<file path="src/rtl/data_producer_pkg.sv">
// Shared types and constants for the AXI-Stream test-pattern producer.
package data_producer_pkg;

    // Producer FSM states
    typedef enum logic [1:0] {
        ST_IDLE = 2'd0,
        ST_SEND = 2'd1,
        ST_GAP  = 2'd2
    } state_t;

    // Width of one replicated counter lane in TDATA
    localparam int unsigned LANE_W = 32;

    // Data width must be a whole number of 32-bit lanes
    function automatic bit dw_ok(input int unsigned dw);
        return (dw >= LANE_W) && ((dw % LANE_W) == 0);
    endfunction

    // Packet length must fit the 16-bit beat-within-packet index
    function automatic bit beats_ok(input int unsigned beats);
        return (beats >= 1) && (beats <= 65535);
    endfunction

    // Inter-packet gap must fit the 8-bit gap counter
    function automatic bit gap_ok(input int unsigned gap);
        return gap <= 255;
    endfunction

endpackage

</file>
<file path="src/rtl/data_producer.sv">
// AXI-Stream packet generator: emits runs of fixed-length packets whose
// data lanes all carry a free-running beat counter.
module data_producer
    import data_producer_pkg::*;
#(
    parameter int unsigned DW           = 512,
    parameter int unsigned PACKET_BEATS = 16,
    parameter int unsigned GAP_CYCLES   = 0
) (
    input  logic          clk,
    input  logic          reset,
    input  logic          start,
    input  logic          stop,
    input  logic [31:0]   packet_count,
    output logic [DW-1:0] AXIS_TX_TDATA,
    output logic          AXIS_TX_TVALID,
    output logic          AXIS_TX_TLAST,
    input  logic          AXIS_TX_TREADY,
    output logic          busy,
    output logic [31:0]   packets_sent
);

    localparam int unsigned LANES    = DW / LANE_W;
    localparam logic [15:0] LAST_IDX = 16'(PACKET_BEATS - 1);
    localparam logic [7:0]  GAP_LAST = 8'((GAP_CYCLES > 0) ? GAP_CYCLES - 1 : 0);

    if (!dw_ok(DW)) begin : g_bad_dw
        $error("data_producer: DW must be a multiple of 32 and at least 32");
    end
    if (!beats_ok(PACKET_BEATS)) begin : g_bad_beats
        $error("data_producer: PACKET_BEATS must be in 1..65535");
    end
    if (!gap_ok(GAP_CYCLES)) begin : g_bad_gap
        $error("data_producer: GAP_CYCLES must be in 0..255");
    end

    state_t      state;
    logic [31:0] beat_cnt;
    logic [15:0] beat_idx;
    logic [7:0]  gap_cnt;
    logic [31:0] pkt_target;
    logic        stop_pend;

    logic [31:0] beat_next;
    logic        handshake;
    logic        target_hit;

    // Next counter value, beat acceptance and run-length completion
    assign beat_next  = beat_cnt + 32'd1;
    assign handshake  = AXIS_TX_TVALID & AXIS_TX_TREADY;
    assign target_hit = (pkt_target != '0) && ((packets_sent + 32'd1) == pkt_target);
    assign busy       = (state != ST_IDLE);

    // Run control FSM; all stream outputs are registered here so TREADY
    // only ever influences the next cycle
    always_ff @(posedge clk or posedge reset) begin
        if (reset) begin
            state          <= ST_IDLE;
            AXIS_TX_TDATA  <= '0;
            AXIS_TX_TVALID <= 1'b0;
            AXIS_TX_TLAST  <= 1'b0;
            packets_sent   <= '0;
            beat_cnt       <= '0;
            beat_idx       <= '0;
            gap_cnt        <= '0;
            pkt_target     <= '0;
            stop_pend      <= 1'b0;
        end else begin
            case (state)
                ST_IDLE: begin
                    if (start) begin
                        state          <= ST_SEND;
                        pkt_target     <= packet_count;
                        beat_cnt       <= '0;
                        beat_idx       <= '0;
                        packets_sent   <= '0;
                        stop_pend      <= 1'b0;
                        AXIS_TX_TDATA  <= '0;
                        AXIS_TX_TVALID <= 1'b1;
                        AXIS_TX_TLAST  <= (LAST_IDX == '0);
                    end
                end
                ST_SEND: begin
                    if (stop) stop_pend <= 1'b1;
                    if (handshake) begin
                        beat_cnt      <= beat_next;
                        AXIS_TX_TDATA <= {LANES{beat_next}};
                        if (AXIS_TX_TLAST) begin
                            beat_idx <= '0;
                            if (packets_sent != '1) packets_sent <= packets_sent + 32'd1;
                            // a stop arriving with the last beat ends the run here
                            if (stop_pend || stop || target_hit) begin
                                state          <= ST_IDLE;
                                AXIS_TX_TVALID <= 1'b0;
                                AXIS_TX_TLAST  <= 1'b0;
                            end else if (GAP_CYCLES != 0) begin
                                state          <= ST_GAP;
                                gap_cnt        <= '0;
                                AXIS_TX_TVALID <= 1'b0;
                                AXIS_TX_TLAST  <= 1'b0;
                            end else begin
                                AXIS_TX_TLAST  <= (LAST_IDX == '0);
                            end
                        end else begin
                            beat_idx      <= beat_idx + 16'd1;
                            AXIS_TX_TLAST <= ((beat_idx + 16'd1) == LAST_IDX);
                        end
                    end
                end
                ST_GAP: begin
                    if (stop_pend || stop) begin
                        state <= ST_IDLE;
                    end else if (gap_cnt == GAP_LAST) begin
                        state          <= ST_SEND;
                        AXIS_TX_TVALID <= 1'b1;
                        AXIS_TX_TLAST  <= (LAST_IDX == '0);
                    end else begin
                        gap_cnt <= gap_cnt + 8'd1;
                    end
                end
                default: state <= ST_IDLE;
            endcase
        end
    end

endmodule

</file>
<file path="config.mk">
export PLATFORM = sky130hd
export DESIGN_NAME = data_producer
export DESIGN_NICKNAME = d
export VERILOG_FILES = /design/src/rtl/data_producer_pkg.sv /design/src/rtl/data_producer.sv
export SDC_FILE = /design/constraint.sdc
export NUM_CORES = 1
export LEC_CHECK = 0
export BUFFER_PORTS_ARGS = -buffer_cell sky130_fd_sc_hd__buf_2
export CAP_MARGIN = 20
export CORE_AREA = 2 2 230 232
export CTS_CLUSTER_SIZE = 14
export DETAILED_ROUTE_END_ITERATION = 16
export DIE_AREA = 0 0 232 234
export PLACE_DENSITY = 0.43
export SYNTH_ARGS = -nofsm -noshare
export SYNTH_HDL_FRONTEND = slang
export SYNTH_SLANG_ARGS = --single-unit
</file>
<file path="constraint.sdc">
create_clock -name clk -period 8.83 [get_ports clk]
set_input_delay 1.3245 -clock clk [delete_from_list [all_inputs] [get_ports clk]]
set_output_delay 1.3245 -clock clk [all_outputs]
set_load 0.1 [all_outputs]
</file>
Word level (Yosys, flattened, before mapping) --
Index checks and enable logic that the tools add are counted.
Storage, ports and cells: register bits 637, word-level logic and storage cells 84
Operators by class: add/sub/neg operators 4, equality and inequality tests 14, mux-type cells 36, bitwise operators 3, reductions and logical operators 17
Operators by type and width (number):
- $mux 512 | 2
- $pmux 512 s2 | 1
- $mux 32 | 5
- $pmux 32 s2 | 2
- $add 32x1->32 const B | 2
- $mux 16 | 3
- $eq 32x32->1 | 1
- $ne 32x32->1 const B | 1
- $pmux 16 s2 | 1
- $reduce_bool 32->1 | 1
- $add 16x1->16 const B | 1
- $eq 16x4->1 const B | 1
- $ne 2x2->1 const B | 8
- $reduce_and 5->1 | 3
- $mux 1 | 12
- $mux 2 | 6
- $reduce_and 3->1 | 3
- $add 8x1->8 const B | 1
- $logic_not 8->1 | 1
- $reduce_and 7->1 | 1
- $pmux 1 s3 | 2
- $pmux 2 s3 | 1
- $reduce_bool 2->1 | 2
- $ne 3x3->1 const B | 1
- 10 further kinds | 12

Depth between registers and ports, before layout --
Gate-level depths: netlist (run 1).
depth in word-level cells 8, gate-level depth with buffers 9, mapped depth without buffers 8

Worst setup path after synthesis (run 1) --
OpenSTA, ideal clock, no wires.
path type flip-flop to flip-flop, from register packets_sent[0], to register packets_sent[14], library setup time 167 ps, arrival time 3381 ps, required time 8663 ps, setup slack 5282 ps, stages on the path, launching flop included 10, buffers on the path 1, clock period less this slack 3548 ps, cell sequence dfrtp_1 -> ha_1 -> nand4_1 -> nor4_4 -> nand4_1 -> o21ai_1 -> buf_2 -> nor2_1 -> o21ai_0 -> o41ai_1
On the way: word-level cells in the longest chain between the ends 5, elaborated cells on any way between the ends 8, those cells by class 1 x add/sub; 2 x eq/ne; 4 x mux; 1 x reduce/logical
Ends and longest elaborated chain:
- start: declaration | line data_producer.sv:20 | output logic [31:0] packets_sent
- start signal: assignment | line data_producer.sv:90 | if (packets_sent != '1) packets_sent <= packets_sent + 32'd1;
- $add 32x1->32 | line data_producer.sv:90
- $mux 32 | line data_producer.sv:90
- $mux 32 | line data_producer.sv:88 | if (AXIS_TX_TLAST) begin
- $mux 32 | line data_producer.sv:85 | if (handshake) begin
- $pmux 32 s2 | line data_producer.sv:69 | case (state)
Several ways; a longest one is shown, not always the timed one. The select of a mux whose other input is x is not followed. A chain may end at the register's enable or synchronous reset.

Worst setup path in the final report (run 1) --
from register packets_sent[0], to register packets_sent[24]
The elaborated chain is that of the path after synthesis.

==> out/metrics.yaml, run 1 <==
swShare_pct: 62.48
post_cts_resized: 0
dieArea_um2: 54290
firstDrtPassIters: 5
worst_hold_slack_ns: 0.5357
internal-power_uw: 1263
drv_cap: 0
tightest_slew_ns: 1.063
fp.dieW_um: 232
crit_chain: "ha_1 > nand4_1 > nor4_4 > nand4_1 > o21a_1 > nor2_2 > buf_4 > o21ai_0 > o31ai_1"
r2r_end: "packets_sent[24]"
power_per_cell_area_nw_per_um2: 312.8
endpoint: "packets_sent[24]"
drv_slew: 0
nNetsFinal: 1382
hold_violations: 0
yosysWarningCount: 0
num_rows: 84
syn_to_final_growth_pct: 6.356
fill_cells: 5843
fin_crit_ns: 3.554
drt-total-wl_um: 32150
gp_congestion: 0.8235
viasPerCell: 3.896
pwr-share-seq_pct: 23.9
fin_util_pct: 20.68
cp_max_fo: 31
synth_seq_cells: 115
cts_tree: "yes"
cp-startpoint: "packets_sent[0]"
htreeDepth: 4
layout-drive-gt1-share_pct: 47.19
status: "finished, final reports clean"
grt_pass1_wl_um: 45060
synthArstFlopShare_pct: 100.0
clk_pin_slew_ns: 0.06
timing.rr.start: "packets_sent[0]"
cp_slowest_cell: "o21a_1"
p_total_uw: 3365
ys.flop_type: "dfrtp_1"
insertion_delay_ns: 0.45
cts-buffers-inserted: 17
ys_types: 54
drt_iter0_markers: 449
cts_root_buf: "clkbuf_16"
diodes: 0
postSynthCellCount: 1248
antenna_found_initial: 4
period_share_pct: 40.25
setup_violations: 0
crit_cells: 9
clock_sinks: 115
first_global_vias: 6707
syn_avg_cell_area_um2: 8.107
track_usage_pct: 11.25
p_leak_uw: 0.006131
cts_buffer_depth: 2
cp-start-kind: "flop"
hp-class: "reg2reg"
post-dp-hpwl_um: 23750
place.port_buffers: 583
postCtsHoldBufs: 0
cts_setup_buffers: 0
route.antenna.remaining_nets: 0
pwr-share-clk_pct: 19.2
p_comb_share_pct: 56.8
reg2reg_depth: 9
irDropWorstVdd_uv: 415.9
io_pins: 584
critPathKind: "reg2reg"
reg2reg_slack_ns: 5.28
fmax_mhz: 281.4
worstSetupEndpointType: "flop"
skew_ns: 0.01102
cp_common_cell: "nand4_1"
wl_per_cell_um: 15.74
die_h_um: 234
start_util_pct: 19.45
cp.required_ns: 9.18
grt.overflow.total: 0
relSlewSlack_pct: 28.59
path_delay_family: "simple AND/OR/NAND/NOR gates"
vias: 7955
slowest_delay_ns: 0.63
synth_edf_count: 0
seq_area_frac_synth_pct: 28.44
crit_buf_inv: 1
core_area_um2: 52020
netlist_area_um2: 10120
drc_errors: 0
finalSetupTns_ns: 0
syn_nets: 1289
cp.arrival_ns: 3.90
p_sw_uw: 2103
grt_max_degree: 67
rsz0062_at_grt: "false"
==> cell families after synthesis <==
| kind of cell | count (synthesis) | share of synthesized area, % |
|---|---|---|
| DFF | 115 | 28.44 |
| muxes | 9 | 0.9028 |
| AOI/OAI and AO/OA | 145 | 8.397 |
| xor gates and xnor gates | 75 | 6.493 |
| adders and majority gates | 4 | 0.4947 |
| and+or+nand+nor | 371 | 17.61 |
| buffers and inverters | 529 | 37.66 |
==> per-layer routing <==
| layer | vias up | routed length (µm) | global-route usage [%] |
|---|---|---|---|
| met1 | 3788 | 13810 | 14.07 |
| met3 | 35 | 1492 | 2.177 |
| met4 | 2 | 510 | 3.425 |
| met2 | 293 | 16320 | 19.50 |
| li1 | 3837 | - | - |
| met5 | - | 13 | 0 |
==> flip-flops by register name, indices dropped and copies added (netlist names) <==
register	cells
AXIS_TX_TDATA	32
packets_sent	32
pkt_target	32
beat_idx	16
AXIS_TX_TLAST	1
AXIS_TX_TVALID	1
stop_pend	1
==> power by group through the flow <==
stage	Sequential [µW]	Combinational, µW	Clock [µW]
after CTS	810	1930	671
after floorplan	840	1790	0
after global routing	825	1980	694
final	805	1910	648
after detailed placement	819	1920	0
after global placement	815	1930	0
==> placed cells by master (no fill, tap or decap), types with 6 or more instances in the layout <==
cell type  instances
dfrtp_1          115
and3_1            12
a21oi_1           18
o21ai_0           81
buf_2            583
xor2_1            28
buf_4              7
or3_1              7
nand2_1          168
xnor2_1           47
clkbuf_16         17
nor3_1            12
and2_1             8
nor2_1            58
o31ai_1           17
nand4_1           24
a31oi_1            6
nand3_1           38
inv_1             11
mux2i_1            8
nor4_1            18
==> worst min path at each step <==
stage	start	to	slack, ns	cells past startpoint
4_1_cts	stop_pend	stop_pend	0.54	2
3_3_place_gp	stop_pend	stop_pend	0.51	2
2_1_floorplan	pkt_target[26]	pkt_target[26]	0.48	2
6_report	beat_idx[15]	beat_idx[15]	0.54	1
3_5_place_dp	stop_pend	stop_pend	0.53	2
5_1_grt	pkt_target[29]	pkt_target[29]	0.58	2
==> area by class of cell <==
class	instances	area (µm²)	area share (%)
inverter	12	47.55	0.4419
clock buffer	18	439.2	4.081
timing repair buffer	591	2975	27.65
multi-input combinational	604	3451	32.07
sequential	115	2878	26.74
tap	688	860.8	8.000
clock inverter	14	108.9	1.012
==> cells in the mapped netlist, types with 18 or more instances <==
master / number / share of area, %
a21oi_1: 18 / 0.89
buf_4: 482 / 36
clkbuf_1: 25 / 0.93
dfrtp_1: 115 / 28
nand2_1: 168 / 6.2
nand3_1: 38 / 1.9
nand4_1: 24 / 1.5
nor2_1: 59 / 2.2
nor4_1: 18 / 1.1
o21ai_0: 81 / 4.0
xnor2_1: 47 / 4.1
xor2_1: 28 / 2.4
==> stage by stage <==
| step | cell area [µm²] | std cells | worst slack, ns |
|---|---|---|---|
| detailed placement | 10210 | 2009 | 5.243 |
| global placement | 10210 | 2009 | 5.278 |
| floorplan | 10120 | 1248 | 4.461 |
| CTS | 10760 | 2041 | 5.232 |
| global route | 10760 | 2042 | 4.844 |
| finish | 10760 | 2042 | 5.276 |
No activity file was read; power rests on OpenSTA's default activity.
==> run 2, diff against run 1 <==
ABC_AREA = 1   (was unset)
CORE_AREA = 2 2 228 230   (was 2 2 230 232)
DIE_AREA = 0 0 230 232   (was 0 0 232 234)
PLACE_DENSITY = 0.45   (was 0.43)
clock period = 3.3 ns   (was 8.83 ns; I/O delays follow)
==> run 2 against run 1 <==
  * Sequential share of layout area is 1.5 points lower
  * Non-clock buffer count is 15 higher
  * Clock skew is 0.00053 ns higher
  * Routed wire length is 5.0% higher
  * Flip-flop and latch count stayed put
  * Synthesized cell count is 17% higher
  * Worst hold slack worse by 0.50 ns
  * Count of clock-buffer cells in the layout is 4 higher
  * Register-to-register slack worse by 4.4 ns
  * First-iteration DRC count is 29% higher
  * Maximum frequency is 45% higher
  * Critical endpoint is now AXIS_TX_TVALID
==> out/metrics.yaml, run 2 <==
die_h_um: 232  # was 234 µm
layout-drive-gt1-share_pct: 42.88  # was 47.19%
route.antenna.remaining_nets: 0  # unchanged
syn_to_final_growth_pct: 8.142  # was 6.356%
nNetsFinal: 1621  # was 1382
finalSetupTns_ns: 0  # unchanged
ys_types: 46  # was 54
final_cell_mix: "buf_2 (583), nand2_1 (295), inv_1 (116)"  # was buf_2 (583), nand2_1 (168), dfrtp_1 (115)
cts_root_buf: "clkbuf_16"  # unchanged
synthArstFlopShare_pct: 100.0  # unchanged
syn_nets: 1497  # was 1289
fin_crit_ns: 2.445  # was 3.554 ns
start_util_pct: 20.75  # was 19.45%
io_pins: 584  # unchanged
drv_cap: 0  # unchanged
wl_per_cell_um: 14.86  # was 15.74 µm
ys.flop_type: "dfrtp_1"  # unchanged
crit_chain: "nand2_1 > nor2_2 > nand2_1 > nor2_1 > nand2_1 > nand2_1 > nand2_1 > nand2_1 > nand2_1 > nor2_1 > nand2_1 > nor2_1 > nand3_1 > nand2_1 > a21oi_1"  # was ha_1 > nand4_1 > nor4_4 > nand4_1 > o21a_1 > nor2_2 > buf_4 > o21ai_0 > o31ai_1
post_cts_resized: 0  # unchanged
drc_errors: 0  # unchanged
firstDrtPassIters: 5  # unchanged
drt_iter0_markers: 580  # was 449
viasPerCell: 3.942  # was 3.896
drt-total-wl_um: 33770  # was 32150 µm
cp-start-kind: "flop"  # unchanged
rsz0062_at_grt: "false"  # unchanged
grt_pass1_wl_um: 47730  # was 45060 µm
cts_buffer_depth: 2  # unchanged
vias: 8960  # was 7955
worstSetupEndpointType: "flop"  # unchanged
tightest_slew_ns: 0.7718  # was 1.063 ns
insertion_delay_ns: 0.42  # was 0.45 ns
reg.largest.list: "AXIS_TX_TDATA: 32 flops, packets_sent: 32 flops, pkt_target: 32 flops"  # unchanged
critPathKind: "reg2reg"  # unchanged
first_global_vias: 7846  # was 6707
gp_congestion: 0.8968  # was 0.8235
synth.top_cell.area_share_pct: 34.20  # was 35.77%
synth_seq_cells: 115  # unchanged
fmax_mhz: 409.0  # was 281.4 MHz
synth_edf_count: 0  # unchanged
grt.overflow.total: 0  # unchanged
htreeDepth: 4  # unchanged
drv_slew: 0  # unchanged
dieArea_um2: 53360  # was 54290 µm²
post-dp-hpwl_um: 26540  # was 23750 µm
grt_max_degree: 75  # was 67
seq_area_frac_synth_pct: 27.26  # was 28.44%
period_share_pct: 74.10  # was 40.25%
yosysMostFrequentCell: "buf_4"  # unchanged
fp.dieW_um: 230  # was 232 µm
cp_max_fo: 6  # was 31
relSlewSlack_pct: 48.55  # was 28.59%
status: "finished, final reports clean"  # unchanged
setup_violations: 0  # unchanged
hold_violations: 0  # unchanged
cp_slowest_cell: "dfrtp_1"  # was o21a_1
fin_util_pct: 22.44  # was 20.68%
cp.required_ns: 3.60  # was 9.18 ns
final_common_cell: "buf_2"  # unchanged
num_rows: 83  # was 84
cp.arrival_ns: 2.75  # was 3.90 ns
netlist_area_um2: 10560  # was 10120 µm²
postCtsHoldBufs: 0  # unchanged
core_area_um2: 50890  # was 52020 µm²
slowest_delay_ns: 0.48  # was 0.63 ns
yosys-top-cells-area: "buf_4 (34%), dfrtp_1 (27%), nand2_1 (10%)"  # was buf_4 (36%), dfrtp_1 (28%), nand2_1 (6.2%)
diodes: 0  # unchanged
clock_sinks: 115  # unchanged
yosysWarningCount: 0  # unchanged
cts_setup_buffers: 0  # unchanged
synth_top_area_cell: "buf_4"  # unchanged
track_usage_pct: 11.77  # was 11.25%
clk_pin_slew_ns: 0.06  # about the same
antenna_found_initial: 0  # was 4
syn_avg_cell_area_um2: 7.251  # was 8.107 µm²
cp_common_cell: "nand2_1"  # was nand4_1
postSynthCellCount: 1456  # was 1248
place.port_buffers: 583  # unchanged
cts-buffers-inserted: 17  # unchanged
cts_tree: "yes"  # unchanged
synthTopCellsByCount: "buf_4 (481), nand2_1 (295), inv_1 (117), dfrtp_1 (115), nor2_1 (102)"  # was buf_4 (482), nand2_1 (168), dfrtp_1 (115), o21ai_0 (81), nor2_1 (59)
skew_ns: 0.01154  # was 0.01102 ns
worst_hold_slack_ns: 0.03356  # was 0.5357 ns
hp-class: "in2async"  # was reg2reg
==> run 2: cell count changes after synthesis, sizes merged, moves of 9 or more <==
cell,before,now
nand2,168,307
nor2,59,119
and2,11,2
nand4,24,15
xnor2,47,4
and3,12,1
o31ai,17,7
clkbuf,25,13
inv,12,121
nor4,22,10
nand3,40,75
o22ai,0,22
==> run 2: metrics by stage <==
| step | cells | setup slack (ns) | cell area [µm²] |
|---|---|---|---|
| 2_1_floorplan | 1456 | 0.3483 | 10560 |
| 3_3_place_gp | 2241 | 0.8377 | 10830 |
| 3_5_place_dp | 2241 | 0.8034 | 10830 |
| 4_1_cts | 2273 | 0.8336 | 11420 |
| 5_1_grt | 2273 | 0.5668 | 11420 |
| 6_report | 2273 | 0.8548 | 11420 |
==> run 2: final timing paths <==
path                                         start                  to  slack [ns]  cells past startpoint
worst max-delay path               packets_sent[6]      AXIS_TX_TVALID        0.85                     15
min in group clk                  packet_count[28]      pkt_target[28]        0.27                      3
worst min-delay path                         reset       pkt_target[7]        0.03                      2
max in group asynchronous                    reset      pkt_target[21]        2.54                      3
worst min register to register  AXIS_TX_TDATA[485]  AXIS_TX_TDATA[485]        0.47                      1
worst max register to register     packets_sent[6]      AXIS_TX_TVALID        0.85                     15
==> run 2: area by class of cell <==
class                   instances  area (µm²)
well taps                     680       850.8
fillers                      5718       39470
multi-input cells             717        3516
repair buffers                606        3115
inverters                     123       467.9
flip-flops and latches        115        2878
clock inverters                10       105.1
clock buffers                  22       484.2
==> run 2: worst max-delay path, delay by kind of cell, from the launching register on <==
kind,cells,cell delay (ns)
compound gates,1,0.06
flops,1,0.48
simple gates,14,1.79
==> run 2: cells by family after synthesis <==
group | Yosys count | synth area share (%)
buf+inv | 624 | 39.44
simple gates | 555 | 23.16
compound gates | 129 | 6.874
flops | 115 | 27.26
xor+xnor | 29 | 2.797
fa+ha+maj | 4 | 0.4741
==> run 2: routing by layer <==
layer	routed length, µm	global-route usage (%)
met5	0	0
met4	425	2.621
met3	1873	2.124
met2	16790	20.71
met1	14680	14.93
Power of run 2 is left out: the tool's default activity adds up to more than one toggle a clock period on the data nets, which glitch-free logic cannot reach.
==> run 3, diff against run 2 <==
ABC_AREA = 0   (was 1)
CORE_AREA = 2 2 227 229   (was 2 2 228 230)
DIE_AREA = 0 0 229 231   (was 0 0 230 232)
clock period = 2 ns   (was 3.3 ns; I/O delays follow)
==> run 3 against run 2 <==
  * The flow now finishes with violations (negative setup slack)
  * Die area decreased by 0.86%
  * Flip-flop and latch count unchanged
  * Worst hold slack improved by 0.012 ns
  * Routed wire length increased by 2.3%
  * Via count decreased by 0.75%
  * Non-clock buffer count increased by 185
  * Clock skew increased by 0.0037 ns
  * Maximum frequency increased by 1.7%
  * First-iteration DRC count decreased by 47%
  * Setup slack got worse by 1.3 ns
  * Design area increased by 17%
  * Core utilization increased by 4.0 points
==> out/metrics.yaml, run 3 (synthesis results as in run 1) <==
core_area_um2: 50680  # was 50890 µm²
swShare_pct: 59.95
drt-total-wl_um: 34530  # was 33770 µm
min_from: "packet_count[17]"
p_comb_share_pct: 59.2
design_area_um2: 13380  # was 11420 µm²
io_pins: 584  # unchanged
grt.overflow.total: 0  # unchanged
nNetsFinal: 1582  # was 1621
vias: 8893  # was 8960
track_usage_pct: 12.39  # was 11.77%
drc_errors: 0  # unchanged
cp-start-kind: "flop"  # unchanged
finalSetupTns_ns: -9.977  # was 0 ns
reg2reg_slack_ns: -0.41  # was 0.85 ns
gp_congestion: 0.8678  # was 0.8968
grt_pass1_wl_um: 49950  # was 47730 µm
fill_cells: 5537  # was 5718
setup_violations: 37  # was 0
htreeDepth: 4  # unchanged
cts_tree: "yes"  # unchanged
clock_sinks: 115  # unchanged
cts_root_buf: "clkbuf_16"  # unchanged
syn_to_final_growth_pct: 32.23  # was 8.142%
pwr-share-clk_pct: 19.9
period_share_pct: 120.3  # was 74.10%
reg.largest.list: "AXIS_TX_TDATA: 32 flops, packets_sent: 32 flops, pkt_target: 32 flops"  # unchanged
hp-class: "in2reg"  # was in2async
cp.arrival_ns: 2.77  # was 2.75 ns
fin_crit_ns: 2.405  # was 2.445 ns
cp_max_fo: 4  # was 6
tightest_slew_ns: 0.5864  # was 0.7718 ns
fmax_mhz: 415.8  # was 409.0 MHz
status: "complete, but fails checks"  # was finished, final reports clean
drv_slew: 0  # unchanged
fp.dieW_um: 229  # was 230 µm
p_leak_uw: 0.007272
viasPerCell: 3.979  # was 3.942
timing.rr.start: "packets_sent[0]"  # was packets_sent[6]
final_cell_mix: "buf_2 (490), buf_4 (202), nand2_1 (164)"  # was buf_2 (583), nand2_1 (295), inv_1 (116)
cts-buffers-inserted: 17  # unchanged
final_common_cell: "buf_2"  # unchanged
cp.required_ns: 2.37  # was 3.60 ns
die_h_um: 231  # was 232 µm
hold_violations: 0  # unchanged
drt_iter0_markers: 308  # was 580
skew_ns: 0.01523  # was 0.01154 ns
worst_slack_ns: -0.4051  # was 0.8548 ns
drv_cap: 0  # unchanged
antenna_found_initial: 1  # was 0
multi_input_area_um2: 3869  # was 3516 µm²
clk_pin_slew_ns: 0.06  # about the same
cp-startpoint: "packets_sent[0]"  # was packets_sent[6]
p_sw_uw: 9475
critPathKind: "reg2reg"  # unchanged
internal-power_uw: 6329
hold_depth: 3
irDropWorstVdd_uv: 3138
rsz0062_at_grt: "true"  # was false
pwr-share-seq_pct: 20.9
power_per_cell_area_nw_per_um2: 1181
firstDrtPassIters: 4  # was 5
post-dp-hpwl_um: 26330  # was 26540 µm
reg2reg_depth: 11  # was 15
grt_max_degree: 50  # was 75
dieArea_um2: 52900  # was 53360 µm²
start_util_pct: 19.96  # was 20.75%
relSlewSlack_pct: 60.91  # was 48.55%
num_rows: 83  # unchanged
worst_hold_slack_ns: 0.04519  # was 0.03356 ns
layout-drive-gt1-share_pct: 60.94  # was 42.88%
place_ws_ns: -0.4089  # was 0.8034 ns
worstSetupEndpointType: "flop"  # unchanged
route.antenna.remaining_nets: 0  # unchanged
r2r_end: "AXIS_TX_TVALID"  # unchanged
placed_cell_area_um2: 12090  # was 10830 µm²
failed_checks: "negative setup slack"
cts_buffer_depth: 2  # unchanged
min_to: "pkt_target[17]"
insertion_delay_ns: 0.45  # was 0.42 ns
first_global_vias: 7925  # was 7846
wl_per_cell_um: 15.45  # was 14.86 µm
regArea_um2: 2929  # was 2878 µm²
place.port_buffers: 583  # unchanged
-- run 3: what timing repair did --
action / in CTS / in global routing
gates cloned: 2 / 1
endpoints found under the hold margin: 17 / 0
resized for setup: 52 / 110
hold buffers: 1 / 0
pin swaps: 23 / 27
buffers inserted: 15 / 4
setup endpoints to repair: 59 / 106
-- run 3: routing by layer --
metal	wire length, µm	vias up	track usage [%]	share of wire, %
met2	17090	284	20.67	49
met5	0	-	0	0
met3	1639	35	2.742	4.7
met4	528	0	3.815	1.5
li1	-	4237	-	-
met1	15280	4337	15.91	44
-- run 3: worst max-delay path, cell delays in order (launching register included) --
cell and delay (ns):
dfrtp_2 0.40, ha_4 0.13, nand4_1 0.21, buf_4 0.22, buf_4 0.12, or3_1 0.40
o41ai_2 0.25, mux2i_1 0.13, buf_4 0.15, nand4_1 0.09, nor4_2 0.05, a21oi_1 0.16
-- run 3: through the flow --
stage | total power (µW) | util [%] | instances
floorplan | 11680 | - | 1248
global placement | 12580 | 23.85 | 2182
detailed placement | 12600 | 23.85 | 2182
CTS | 15950 | 25.67 | 2232
global route | 16420 | 26.39 | 2234
finish | 15800 | 26.40 | 2235
-- run 3: area by class of cell --
cell class | instances | area share, %
flip-flops and latches | 115 | 21.89
clock inverters | 11 | 0.9540
multi-input cells | 604 | 28.92
repair buffers | 791 | 38.05
diodes | 1 | 0.01871
well taps | 680 | 6.360
clock buffers | 21 | 3.442
inverters | 12 | 0.3648
-- run 3: power by group through the flow --
| stage | combinational [µW] | sequential [µW] | clock [µW] |
|---|---|---|---|
| CTS | 9380 | 3290 | 3280 |
| floorplan | 7930 | 3750 | 0 |
| global route | 9700 | 3350 | 3370 |
| finish | 9350 | 3300 | 3150 |
| detailed placement | 9270 | 3330 | 0 |
| global placement | 9260 | 3320 | 0 |
-- run 3: how the worst max path moves through the flow --
stage,end,slack [ns],cells after the start
5_1_grt,AXIS_TX_TVALID,-0.58,11
4_1_cts,AXIS_TX_TVALID,-0.36,7
3_5_place_dp,AXIS_TX_TVALID,-0.41,10
6_report,AXIS_TX_TVALID,-0.41,11
3_3_place_gp,AXIS_TX_TVALID,-0.40,10
2_1_floorplan,packets_sent[31],-0.86,9
